### src/rtl/cep_defines.vh
// rtl/cep_defines.vh - shared CEP link widths, header length field and deserializer state codes
`ifndef CEP_DEFINES_VH
`define CEP_DEFINES_VH
`define CEP_WORD_WIDTH 64
`define CEP_DATA_WIDTH 512
`define CEP_LENGTH_HI  29
`define CEP_LENGTH_LO  22
`define CEP_LENGTH     29:22
`define CEP_ST_IDLE    2'd0
`define CEP_ST_BODY    2'd1
`define CEP_ST_FULL    2'd2
`define CEP_ST_DRAIN   2'd3
`endif

### src/rtl/cep_deserializer_pkg.sv
// rtl/cep_deserializer_pkg.sv - CEP deserializer types; carries the shared CEP defines when the header is not pre-included
`ifndef CEP_DEFINES_VH
`define CEP_DEFINES_VH
`define CEP_WORD_WIDTH 64
`define CEP_DATA_WIDTH 512
`define CEP_LENGTH_HI  29
`define CEP_LENGTH_LO  22
`define CEP_LENGTH     29:22
`define CEP_ST_IDLE    2'd0
`define CEP_ST_BODY    2'd1
`define CEP_ST_FULL    2'd2
`define CEP_ST_DRAIN   2'd3
`endif

package cep_deserializer_pkg;

  // Full width of the header length field.
  localparam int CEP_LEN_W = `CEP_LENGTH_HI - `CEP_LENGTH_LO + 1;

  typedef enum logic [1:0] {
    ST_IDLE  = `CEP_ST_IDLE,
    ST_BODY  = `CEP_ST_BODY,
    ST_FULL  = `CEP_ST_FULL,
    ST_DRAIN = `CEP_ST_DRAIN
  } state_t;

endpackage

### src/rtl/cep_deserializer.sv
// rtl/cep_deserializer.sv - reassembles CEP flits into one package; CEP_DESER_LEN_CHECK_EN enables oversize-length check and drain
module cep_deserializer
  import cep_deserializer_pkg::*;
#(
  parameter int WORD_WIDTH = `CEP_WORD_WIDTH,
  parameter int NUM_WORDS  = `CEP_DATA_WIDTH / `CEP_WORD_WIDTH,
  parameter int CNT_WIDTH  = 3
) (
  input  logic                       clk,
  input  logic                       rst_n,
  input  logic                       flit_val,
  input  logic [WORD_WIDTH-1:0]      flit_data,
  output logic                       flit_rdy,
  output logic                       pkg_val,
  output logic [`CEP_DATA_WIDTH-1:0] pkg_data,
  input  logic                       pkg_rdy,
  output logic                       err_len
);

  state_t                      state_q;
  state_t                      state_d;
  logic [CNT_WIDTH-1:0]        cnt_q;
  logic [CNT_WIDTH-1:0]        len_q;
  logic [`CEP_DATA_WIDTH-1:0]  buf_q;
  logic [CNT_WIDTH-1:0]        hdr_len;
  logic                        flit_acc;

  assign flit_acc = flit_val && flit_rdy;

`ifdef CEP_DESER_LEN_CHECK_EN
  logic [CEP_LEN_W-1:0] hdr_len_full;
  logic                 hdr_over;
  logic [CEP_LEN_W-1:0] drain_q;
  logic                 err_q;

  // Oversize headers clamp to the last word; the excess is dropped after delivery.
  always_comb begin
    hdr_len_full = flit_data[`CEP_LENGTH];
    hdr_over     = hdr_len_full > CEP_LEN_W'(NUM_WORDS - 1);
    hdr_len      = hdr_over ? CNT_WIDTH'(NUM_WORDS - 1) : hdr_len_full[CNT_WIDTH-1:0];
  end

  assign err_len = err_q;
`else
  // Upstream keeps len in range, so only the low counter bits matter.
  always_comb begin
    hdr_len = flit_data[`CEP_LENGTH_LO +: CNT_WIDTH];
  end

  assign err_len = 1'b0;
`endif

  // State register.
  always_ff @(posedge clk or negedge rst_n) begin
    if (!rst_n) begin
      state_q <= ST_IDLE;
    end else begin
      state_q <= state_d;
    end
  end

  // Next-state: header, body words, hold until consumed, optional drain.
  always_comb begin
    state_d = state_q;
    case (state_q)
      ST_IDLE: begin
        if (flit_acc) begin
          state_d = (hdr_len == '0) ? ST_FULL : ST_BODY;
        end
      end
      ST_BODY: begin
        if (flit_acc && (cnt_q == len_q)) begin
          state_d = ST_FULL;
        end
      end
      ST_FULL: begin
        if (pkg_rdy) begin
`ifdef CEP_DESER_LEN_CHECK_EN
          state_d = (drain_q != '0) ? ST_DRAIN : ST_IDLE;
`else
          state_d = ST_IDLE;
`endif
        end
      end
      ST_DRAIN: begin
`ifdef CEP_DESER_LEN_CHECK_EN
        if (flit_acc && (drain_q == CEP_LEN_W'(1))) begin
          state_d = ST_IDLE;
        end
`else
        state_d = ST_IDLE;
`endif
      end
      default: state_d = ST_IDLE;
    endcase
  end

  // Outputs decoded from state; package data comes straight from the buffer register.
  always_comb begin
    flit_rdy = (state_q != ST_FULL);
    pkg_val  = (state_q == ST_FULL);
    pkg_data = buf_q;
  end

  // Package buffer, word index and length capture.
  always_ff @(posedge clk or negedge rst_n) begin
    if (!rst_n) begin
      cnt_q <= '0;
      len_q <= '0;
      buf_q <= '0;
`ifdef CEP_DESER_LEN_CHECK_EN
      drain_q <= '0;
      err_q   <= 1'b0;
`endif
    end else begin
      case (state_q)
        ST_IDLE: begin
          if (flit_acc) begin
            buf_q <= {{(`CEP_DATA_WIDTH - WORD_WIDTH){1'b0}}, flit_data};
            len_q <= hdr_len;
            cnt_q <= CNT_WIDTH'(1);
`ifdef CEP_DESER_LEN_CHECK_EN
            err_q   <= err_q | hdr_over;
            drain_q <= hdr_over ? (hdr_len_full - CEP_LEN_W'(NUM_WORDS - 1)) : '0;
`endif
          end
        end
        ST_BODY: begin
          if (flit_acc) begin
            for (int i = 0; i < NUM_WORDS; i++) begin
              if (cnt_q == CNT_WIDTH'(i)) begin
                buf_q[i*WORD_WIDTH +: WORD_WIDTH] <= flit_data;
              end
            end
            if (cnt_q != len_q) begin
              cnt_q <= cnt_q + CNT_WIDTH'(1);
            end
          end
        end
`ifdef CEP_DESER_LEN_CHECK_EN
        ST_DRAIN: begin
          if (flit_acc) begin
            drain_q <= drain_q - CEP_LEN_W'(1);
          end
        end
`endif
        default: ;
      endcase
    end
  end

endmodule

### config.mk
export PLATFORM = sky130hd
export DESIGN_NAME = cep_deserializer
export DESIGN_NICKNAME = d
export VERILOG_FILES = /design/src/rtl/cep_defines.vh /design/src/rtl/cep_deserializer_pkg.sv /design/src/rtl/cep_deserializer.sv
export SDC_FILE = /design/constraint.sdc
export NUM_CORES = 1
export LEC_CHECK = 0
export BUFFER_PORTS_ARGS = -buffer_cell sky130_fd_sc_hd__buf_2
export CORE_UTILIZATION = 29
export DETAILED_ROUTE_END_ITERATION = 6
export GPL_ROUTABILITY_DRIVEN = 0
export MAX_ROUTING_LAYER = met4
export PLACE_DENSITY_LB_ADDON = 0.08
export SYNTH_ARGS = -nofsm -noshare
export SYNTH_HDL_FRONTEND = slang
export SYNTH_SLANG_ARGS = --single-unit
### constraint.sdc
create_clock -name clk -period 1.8 [get_ports clk]
set_clock_uncertainty 0.1 [all_clocks]
set_input_delay 0.09 -clock clk [delete_from_list [all_inputs] [get_ports clk]]
set_output_delay 0.09 -clock clk [all_outputs]
set_load 0.05 [all_outputs]
# After elaboration in Yosys (flattened, before gate mapping)
# Cells that the tools add are included.
# Widths: inputs -> output; s select.
[totals] reg_bits=520
[classes] n_mux=20 n_reduce_logical=17 n_eq_ne=26 add_sub_neg=1
[ops] op="$mux 512" n=2
[ops] op="$pmux 512 s2" n=1
[ops] op="$mux 64" n=8
[ops] op="$reduce_and 4->1" n=9
[ops] op="$ne 2x2->1 const B" n=13
[ops] op="$eq 3x3->1 const B" n=4
[ops] op="$mux 3" n=3
[ops] op="$mux 2" n=4
[ops] op="$pmux 2 s4" n=1
[ops] op="$eq 3x2->1 const B" n=2
[ops] op="$logic_not 3->1" n=2
[ops] op="$pmux 3 s2" n=1
[ops] op="$eq 2x2->1 const B" n=2
[ops] op="$add 3x1->3 const B" n=1
[ops] op="$eq 3x1->1 const B" n=1
[ops] op="$eq 3x3->1" n=1
[ops] op="$ne 3x3->1" n=1
[ops] op="$reduce_and 3->1" n=1
[ops] op="$eq 2x1->1 const B" n=1
[ops] op="$logic_and 1x1->1" n=2
[ops] op="$logic_not 2->1" n=1
[ops] op="$ne 2x1->1 const B" n=1
[ops] op="$reduce_and 2->1" n=1
[ops] op="$reduce_bool 2->1" n=1

# Logic depth before layout (Yosys ltp)
# Gate-level depths: netlist (run 1).
[logic_depth] word_depth=5 ltp_mapped=7

# Worst setup path before layout (run 1)
# OpenSTA, ideal clock, no wires.
[synth_path] kind="register -> output" startpoint="reg state_q[0]" endpoint="out pkg_val" path_stages_with_launch=5 slack_ps=-160 n_path_buf=2 t_arrival_ps=1770 required_ps=1610 cell_sequence="dfrtp_1 -> buf_2 -> clkbuf_1 -> nand2b_1 -> inv_1"
[synth_via] elab_chain_len=1
[synth_rtl] item="from (decl)" line_no="cep_deserializer.sv:20" rtl="state_t state_q;"
[synth_rtl] item="from (signal assigned)" line_no="cep_deserializer.sv:58" rtl="state_q <= state_d;"
[synth_rtl] item="$eq 2x2->1" line_no="cep_deserializer.sv:101" rtl="pkg_val = (state_q == ST_FULL);"
[synth_rtl] item="to (decl)" line_no="cep_deserializer.sv:14" rtl="output logic pkg_val,"
# Every way passes these cells.

# Worst setup path in the final report (run 1)
[layout_path] startpoint="reg cnt_q[0]" endpoint="reg buf_q[486], in the netlist pkg_data[486]"
[layout_via] elab_chain_len=3
[layout_rtl] item="from (decl)" line_no="cep_deserializer.sv:22" rtl="logic [CNT_WIDTH-1:0] cnt_q;"
[layout_rtl] item="from (signal assigned)" line_no="cep_deserializer.sv:136" rtl="cnt_q <= cnt_q + CNT_WIDTH'(1);"
[layout_rtl] item="$eq 3x3->1" line_no="cep_deserializer.sv:131" rtl="if (cnt_q == CNT_WIDTH'(i)) begin"
[layout_rtl] item="$ne 2x2->1 (no source line)"
[layout_rtl] item="$reduce_and 4->1 (no source line)"
[layout_rtl] item="to (signal assigned)" line_no="cep_deserializer.sv:119" rtl="buf_q <= {{(`CEP_DATA_WIDTH - WORD_WIDTH){1'b0}}, flit_data};"
[layout_rtl] item="to (signal, indexed assignment)" line_no="cep_deserializer.sv:132" rtl="buf_q[i*WORD_WIDTH +: WORD_WIDTH] <= flit_data;"
[layout_rtl] item="to (decl)" line_no="cep_deserializer.sv:24" rtl="logic [`CEP_DATA_WIDTH-1:0] buf_q;"
# Every way passes these cells.
# A chain may end at the register's enable or synchronous reset.

==> run metrics, run 1 <==
Yosys warnings=0; fraction of final layout cells sized beyond drive strength 1=0.655; die span in y=265 um; Overall Global Routing Usage=0.199; async set-reset flop share out of synthesis=1.00; Clock transition at path regs=0.06 ns; Tightest Pin Transition=0.532 ns; synth top area cells=dfrtp_1, mux2_2, mux2_1; minimum clock period=1.95 ns; Post-DRT Antenna Nets=0; period utilization=1.08; TritonCTS buffer count=58; CP endpoint kind=flop; Syn Nets=1,297; final non-filler cell total=2,945; Vias=13,520; initial antenna violation count=3; Worst Path Class, Setup=flop to flop; die area=70,200 um2; Synth Register Bits=520; Detailed Routing Iterations Pass 1=4; Synth Area per Inst=16.4 um2; largest net degree at the start of global routing=94; io pins=583; Critical Path Start Type=flop; number of synthesized flops with an enable pin=0; CP Data Arrival Time=2.33 ns; CTS tree=done; cell count after synthesis=1,223; Final WS setup=-0.151 ns; # port buffers=581; clk buf depth=3; CP top delay family=buffers and inverters; most common flop cell mapped by yosys=dfrtp_1; Synth cell types=33; Yosys top cell by area=dfrtp_1; outcome=finished, violations left; placed cells=2,696; share of the synthesized area in the top cell type=0.649; Nets=2,086; drt initial violations=587; first-pass GRT wire length=100 mm; CP Buf/Inv Count=4; fmax=0.513 GHz; sequential share of the synthesized area=0.649; final hold viol count=0; H-tree Lvls=2; worst path required time=2.18 ns; top fanout value on the critical path=5; setup violators final=475; GR Overflow Total=0; critical-path cell list=ha_4 > ha_4 > inv_2 > a21oi_4 > buf_12 > buf_12 > clkbuf_16 > mux2_4; Starting Density=0.293; number of remaining DRC errors=0; Fill cells=6,297; chip width=265 um; Worst Hold Class=primary input to flop; Netlist Area Pre-Place=20,100 um2; RSZ-0062 raised after global routing=true; Slew Viols, Final=0; WHS=0.155 ns; Cell Rows=96; most frequent cell after synthesis=dfrtp_1; clock root buffer=clkbuf_16; CTS sink count=520; most frequent cells after synthesis=dfrtp_1, mux2_2, and2_1; DP HPWL=46.5 mm; Core Box Area=68,500 um2; Avg WL per Cell=25.7 um; Final Util=0.444; worst skew pair latency=0.61 ns; Via density=4.59; Slew Limit Headroom=0.645; max-cap viol count=0; Crit path largest cell delay=0.43 ns; crit path max-delay cell type=dfrtp_2; final WL=75.6 mm; Place WS=-0.186 ns; failing checks=setup timing; vias in the first global route=14,203; area grow syn2layout=51.7%
## cell usage in the layout (no fill, tap or decap), types with 2 or more instances in the layout
cell type / synthesis / final
mux2_2: 455 / 130
inv_1: 7 / 2
nor2b_1: 3 / 2
buf_4: 32 / 23
nor3_1: 2 / 2
dlygate4sd3_1: 0 / 69
dfrtp_1: 520 / 517
and2_2: 0 / 4
clkinv_2: 0 / 13
xnor2_1: 3 / 3
buf_2: 20 / 578
buf_16: 0 / 15
clkinvlp_4: 0 / 2
buf_12: 0 / 58
a21oi_4: 5 / 8
clkbuf_8: 0 / 17
buf_6: 0 / 14
inv_2: 0 / 3
diode_2: 0 / 3
clkbuf_16: 0 / 82
inv_4: 0 / 2
nor2_1: 3 / 3
mux2_1: 60 / 13
a311oi_1: 3 / 3
nand2b_4: 0 / 4
mux2_4: 0 / 372
nand2_4: 0 / 2
and2_1: 64 / 60
ha_4: 0 / 6
nand3_1: 2 / 2
clkbuf_1: 8 / 15
nand2_1: 7 / 4
buf_8: 0 / 9
dfrtp_2: 0 / 3
xor2_1: 3 / 3
## repair_timing
action,4_1_cts,5_1_grt
pin swaps,5,12
setup endpoints to repair,513,514
resized for setup,105,398
cloned,12,29
hold endpoints to repair,950,0
hold buffers,69,0
buffers inserted,22,12
## per-stage QoR
step	cell area, um2	setup TNS, ns
5_1_grt	30400	-63.31
6_report	30400	-34.72
2_1_floorplan	20100	-5.80
3_5_place_dp	24800	-55.57
4_1_cts	28300	-45.42
3_3_place_gp	24800	-51.51
## final timing paths
check | start | end | slack (ns) | depth (start not counted)
max | cnt_q[0]$_DFFE_PN0P_ | pkg_data[486]$_DFFE_PN0P_ | -0.15 | 8
min | flit_data[36] | pkg_data[36]$_DFFE_PN0P_ | 0.16 | 3
max reg2reg | cnt_q[0]$_DFFE_PN0P_ | pkg_data[486]$_DFFE_PN0P_ | -0.15 | 8
min reg2reg | pkg_data[41]$_DFFE_PN0P_ | pkg_data[41]$_DFFE_PN0P_ | 0.38 | 1
min in group asynchronous | rst_n | pkg_data[491]$_DFFE_PN0P_ | 0.52 | 4
max in group asynchronous | rst_n | pkg_data[3]$_DFFE_PN0P_ | 0.22 | 4
## kinds of logic (layout without fill, tap and decap cells)
| family | after synthesis | after routing | synth area share |
|---|---|---|---|
| DFF | 520 | 520 | 0.649 |
| muxes | 515 | 515 | 0.289 |
| and+or+nand+nor | 91 | 91 | 0.0271 |
| buffers and inverters | 67 | 904 | 0.0198 |
| AOI/OAI and AO/OA | 17 | 17 | 0.00879 |
| adders and majority gates | 6 | 6 | 0.00374 |
| xor gates and xnor gates | 6 | 6 | 0.00262 |
| other | 1 | 4 | 0.000187 |
## sequential cells by signal (all words and copies together) (netlist names)
name and count:
pkg_data 512, cnt_q 3, len_q 3, state_q 2
## final cells by class
cell class,instances,area [um2],area share
Timing Repair Buffer,789,6200,0.204
Clock inverter,17,97.6,0.00321
Clock buffer,91,1770,0.0581
Tap cell,882,1100,0.0363
Multi-Input combinational cell,636,8200,0.270
Inverter,7,31.3,0.00103
Antenna cell,3,7.51,0.000247
Sequential cell,520,13000,0.428
## worst reg2reg max path: cells and delay by family, from the launching register on
family	cells	cell delay, ns
muxes	1	0.30
DFF	1	0.43
AOI/OAI and AO/OA	1	0.21
buffers and inverters	4	0.48
adders and majority gates	2	0.31
## routing by layer
layer	GRT usage	part of all wire	up-vias
met5	-	0	-
li1	-	-	5887
met1	0.242	0.43	7164
met2	0.327	0.49	379
met4	0.0537	0.022	0
met3	0.0492	0.054	90
Power of run 1 is not shown: default switching activity piles up to over one toggle a cycle in this logic, so the estimate is an artifact.
==> inputs of run 2 (changes only) <==
Settings changed: CORE_AREA from default to 2 2 229 231, CORE_UTILIZATION 29 to default, DIE_AREA from default to 0 0 231 233.
==> run metrics, run 2 (same netlist as run 1, synthesis figures left out) <==
Overall Global Routing Usage=0.243 (was 0.199); final non-filler cell total=2,742 (was 2,945); first-pass GRT wire length=93.8 mm (was 100 mm); fmax=0.507 GHz (was 0.513 GHz); CP Data Arrival Time=2.35 ns (was 2.33 ns); max reg flops=512 (unchanged); Starting Density=0.393 (was 0.293); CP endpoint kind=flop (unchanged); die span in y=233 um (was 265 um); worst path required time=2.17 ns (was 2.18 ns); CTS sink count=520 (unchanged); io pins=583 (unchanged); initial antenna violation count=3 (unchanged); Vias=13,895 (was 13,520); vias in the first global route=13,895 (was 14,203); Critical Path Start Type=flop (unchanged); number of remaining DRC errors=0 (unchanged); Clock transition at path regs=0.06 ns (about the same); # port buffers=581 (unchanged); max-cap viol count=0 (unchanged); Fill cells=4,112 (was 6,297); largest net degree at the start of global routing=71 (was 94); drt initial violations=673 (was 587); placed cells=2,485 (was 2,696); TritonCTS buffer count=56 (was 58); DP HPWL=43.5 mm (was 46.5 mm); fraction of final layout cells sized beyond drive strength 1=0.662 (was 0.655); GR Overflow Total=0 (unchanged); Cell Rows=83 (was 96); top fanout value on the critical path=4 (was 5); Core Box Area=51,100 um2 (was 68,500 um2); area grow syn2layout=50.2% (was 51.7%); Via density=5.07 (was 4.59); final hold viol count=0 (unchanged); chip width=231 um (was 265 um); period utilization=1.10 (was 1.08); failing checks=setup timing (unchanged); clock root buffer=clkbuf_16 (unchanged); Slew Viols, Final=0 (unchanged); final WL=75.3 mm (was 75.6 mm); H-tree Lvls=2 (unchanged); Worst Hold Class=primary input to flop (unchanged); Worst Path Class, Setup=flop to flop (unchanged); clk buf depth=3 (unchanged); WHS=0.179 ns (was 0.155 ns); Nets=2,092 (was 2,086); CTS tree=done (unchanged); Detailed Routing Iterations Pass 1=4 (unchanged); Post-DRT Antenna Nets=0 (unchanged); most common cell after layout, fill and taps aside=buf_2 (unchanged); Avg WL per Cell=27.4 um (was 25.7 um); outcome=finished, violations left (unchanged); setup violators final=481 (was 475); worst skew pair latency=0.59 ns (was 0.61 ns); die area=53,800 um2 (was 70,200 um2); commonest cells after routing, fill and taps aside=buf_2, dfrtp_1, mux2_4 (unchanged); minimum clock period=1.97 ns (was 1.95 ns); Final WS setup=-0.174 ns (was -0.151 ns); RSZ-0062 raised after global routing=true (unchanged)
[run 2: cell types whose count changed in the layout (fill, tap and decap cells not counted), moves of 3 or more]
cell       change
mux2_4        -66
bufinv_16      +7
clkbuf_16      +8
clkinv_2       -3
buf_12         -7
buf_4          +5
mux2_2        +76
mux2_1        -10
clkbuf_8       -5
[run 2: worst max-delay path, cell delays in order (launching register included)]
cell and delay [ns]:
dfrtp_2 0.44, buf_4 0.15, ha_4 0.16, nand2_4 0.06
a21oi_4 0.17, buf_8 0.18, buf_12 0.16, buf_16 0.15
mux2_4 0.30
[run 2: layer usage]
layer  GRT usage  up-vias  wire [um]
li1            -     5897          -
met1       0.299     7415      32500
met2       0.387      454      35500
met3      0.0663      129       4910
met4      0.0861        0       2370
met5           -        -          0
[run 2: worst paths after layout]
path / end / slack (ns) / start / cells past startpoint
max in group asynchronous: pkg_data[330]$_DFFE_PN0P_ / 0.38 / rst_n / 5
worst max register to register: pkg_data[348]$_DFFE_PN0P_ / -0.17 / cnt_q[0]$_DFFE_PN0P_ / 8
worst min-delay path: pkg_data[27]$_DFFE_PN0P_ / 0.18 / flit_data[27] / 3
worst max-delay path: pkg_data[348]$_DFFE_PN0P_ / -0.17 / cnt_q[0]$_DFFE_PN0P_ / 8
min in group asynchronous: pkg_data[312]$_DFFE_PN0P_ / 0.40 / rst_n / 3
worst min register to register: pkg_data[5]$_DFFE_PN0P_ / 0.38 / pkg_data[5]$_DFFE_PN0P_ / 1
[run 2: cell type report]
class / instances / area, um2 / area share
antenna: 1 / 2.50 / 0.0000830
clock buffer: 82 / 1640 / 0.0544
clock inverter: 19 / 277 / 0.00918
inverter: 7 / 31.3 / 0.00104
multi-input combinational: 636 / 7960 / 0.264
sequential: 520 / 13000 / 0.432
tap: 680 / 851 / 0.0282
timing repair buffer: 797 / 6350 / 0.211
[run 2: repair_timing]
| action | 4_1_cts | 5_1_grt |
|---|---|---|
| setup buffers | 15 | 22 |
| gates resized for setup | 33 | 392 |
| hold buffers | 68 | 1 |
| hold endpoints to repair | 937 | 21 |
| pin swaps | 2 | 9 |
| endpoints found under the setup margin | 514 | 535 |
| gates cloned | 10 | 45 |
[run 2: through the flow]
stage / utilization / setup slack (ns) / TNS, ns / instance area, um2
2_1_floorplan: - / -0.0748 / -5.80 / 20100
3_3_place_gp: 0.479 / -0.113 / -36.85 / 24500
3_5_place_dp: 0.479 / -0.150 / -46.57 / 24500
4_1_cts: 0.540 / -0.125 / -38.03 / 27600
5_1_grt: 0.590 / -0.217 / -67.69 / 30100
6_report: 0.590 / -0.174 / -40.69 / 30100
Power of run 2 is left out for the same reason.
==> inputs of run 3 (changes only) <==
Settings changed: CORE_AREA 2 2 229 231 to default, CORE_UTILIZATION from default to 30, CTS_BUF_LIST from default to sky130_fd_sc_hd__clkbuf_8, DIE_AREA 0 0 231 233 to default.
==> run metrics, run 3 (same netlist as run 1, synthesis figures left out) <==
outcome=finished, violations left (unchanged); failing checks=DRC, setup timing (was setup timing); Worst Reg-to-Reg Cells=7 (was 8); crit path max-delay cell type=dfrtp_2 (unchanged); Worst Path Class, Setup=flop to flop (unchanged); R2R setup slack=-0.19 ns (was -0.17 ns); # port buffers=581 (unchanged); GR Overflow Total=0 (unchanged); Starting Density=0.304 (was 0.393); die area=67,900 um2 (was 53,800 um2); critical-path cell list=inv_4 > ha_4 > nand2b_1 > a21oi_4 > buf_8 > buf_12 > mux2_2 (was buf_4 > ha_4 > nand2_4 > a21oi_4 > buf_8 > buf_12 > buf_16 > mux2_4); post-route cell area=30,300 um2 (was 30,100 um2); initial antenna violation count=4 (was 3); clock root buffer=clkbuf_8 (was clkbuf_16); H-tree Lvls=3 (was 2); CP endpoint kind=flop (unchanged); minimum clock period=1.99 ns (was 1.97 ns); Clock transition at path regs=0.06 ns (about the same); RSZ-0062 raised after global routing=true (unchanged); final WL=78.3 mm (was 75.3 mm); placed cell area=24,900 um2 (was 24,500 um2); chip width=261 um (was 231 um); Post-DRT Antenna Nets=0 (unchanged); clk buf depth=3 (unchanged); number of remaining DRC errors=58 (was 0); worst skew pair latency=0.69 ns (was 0.59 ns); Nets=2,143 (was 2,092); commonest cells after routing, fill and taps aside=buf_2, dfrtp_1, mux2_4 (unchanged); Fill cells=6,034 (was 4,112); die span in y=261 um (was 233 um); max reg flops=512 (unchanged); first-pass GRT wire length=102 mm (was 93.8 mm); Avg WL per Cell=26.1 um (was 27.4 um); Detailed Routing Iterations Pass 1=6 (was 4); CTS tree=done (unchanged); area grow syn2layout=51.1% (was 50.2%); setup violators final=511 (was 481); most common cell after layout, fill and taps aside=buf_2 (unchanged); TritonCTS buffer count=94 (was 56); Core Box Area=66,000 um2 (was 51,100 um2); fraction of final layout cells sized beyond drive strength 1=0.643 (was 0.662); CP Data Arrival Time=2.46 ns (was 2.35 ns); worst path required time=2.26 ns (was 2.17 ns); Vias=13,991 (was 13,895); Worst Hold Class=primary input to asynchronous set/reset pin (was primary input to flop); largest net degree at the start of global routing=54 (was 71); fmax=0.501 GHz (was 0.507 GHz); DP HPWL=47.4 mm (was 43.5 mm); Crit path largest cell delay=0.48 ns (was 0.44 ns); Final WS setup=-0.195 ns (was -0.174 ns); Overall Global Routing Usage=0.215 (was 0.243); period utilization=1.11 (was 1.10); final hold viol count=0 (unchanged); Via density=4.65 (was 5.07); CP Buf/Inv Count=3 (was 4); drt initial violations=696 (was 673); Slew Viols, Final=0 (unchanged); top fanout value on the critical path=15 (was 4); io pins=583 (unchanged); reg2reg start=cnt_q[0]$_DFFE_PN0P_ (unchanged); vias in the first global route=14,383 (was 13,895); CP top delay family=flip-flops (was buffers and inverters); Worst R2R End=pkg_data[0]$_DFFE_PN0P_ (was pkg_data[348]$_DFFE_PN0P_); CTS sink count=520 (unchanged); max-cap viol count=0 (unchanged); Critical Path Start Type=flop (unchanged); Cell Rows=94 (was 83)
-- run 3: timing repair --
item | 4_1_cts | 5_1_grt
setup buffers | 25 | 12
pin swaps | 6 | 8
setup endpoints to repair | 512 | 514
gates resized for setup | 52 | 348
hold endpoints to repair | 1037 | 0
gates cloned | 16 | 27
hold buffers | 73 | 0
-- run 3: area by class of cell --
| cell class | count | area (um2) | share of cell area |
|---|---|---|---|
| sequential | 520 | 13000 | 0.429 |
| multi-input combinational | 636 | 7870 | 0.260 |
| timing repair buffer | 810 | 6450 | 0.213 |
| clock buffer | 119 | 1640 | 0.0540 |
| tap | 864 | 1080 | 0.0357 |
| clock inverter | 46 | 219 | 0.00722 |
| inverter | 7 | 31.3 | 0.00103 |
| antenna | 4 | 10.0 | 0.000330 |
-- run 3: stage by stage --
| stage | util | hold WS, ns | setup TNS (ns) | std cells | setup slack (ns) |
|---|---|---|---|---|---|
| after floorplan | - | -0.306 | -5.80 | 1223 | -0.0748 |
| after global placement | 0.378 | -0.0555 | -58.43 | 2689 | -0.194 |
| after detailed placement | 0.378 | -0.0552 | -61.63 | 2689 | -0.207 |
| after CTS | 0.431 | 0.000617 | -42.84 | 2968 | -0.143 |
| after global routing | 0.459 | 0.0164 | -77.01 | 3006 | -0.234 |
| final | 0.459 | 0.0551 | -54.90 | 3006 | -0.195 |
-- run 3: worst min-delay path, cell delays in order --
cell and delay, ns:
dlygate4sd3_1 0.56, buf_8 0.30, buf_12 0.23
-- run 3: worst max path at each step --
stage | from | endpoint | slack [ns] | cells after the start
after floorplan | cnt_q[1]$_DFFE_PN0P_ | pkg_data[323]$_DFFE_PN0P_ | -0.07 | 6
after global placement | cnt_q[0]$_DFFE_PN0P_ | pkg_data[404]$_DFFE_PN0P_ | -0.19 | 6
after detailed placement | cnt_q[0]$_DFFE_PN0P_ | pkg_data[399]$_DFFE_PN0P_ | -0.21 | 6
after CTS | cnt_q[0]$_DFFE_PN0P_ | pkg_data[239]$_DFFE_PN0P_ | -0.14 | 7
after global routing | cnt_q[0]$_DFFE_PN0P_ | pkg_data[311]$_DFFE_PN0P_ | -0.23 | 8
final | cnt_q[0]$_DFFE_PN0P_ | pkg_data[0]$_DFFE_PN0P_ | -0.19 | 7
-- run 3: metal layers --
| layer | share of wire | global-route usage | vias up |
|---|---|---|---|
| met4 | 0.027 | 0.0716 | 0 |
| met5 | 0 | - | - |
| li1 | - | - | 6016 |
| met1 | 0.42 | 0.257 | 7430 |
| met3 | 0.061 | 0.0618 | 118 |
| met2 | 0.50 | 0.346 | 427 |
Power of run 3 is left out for the same reason.
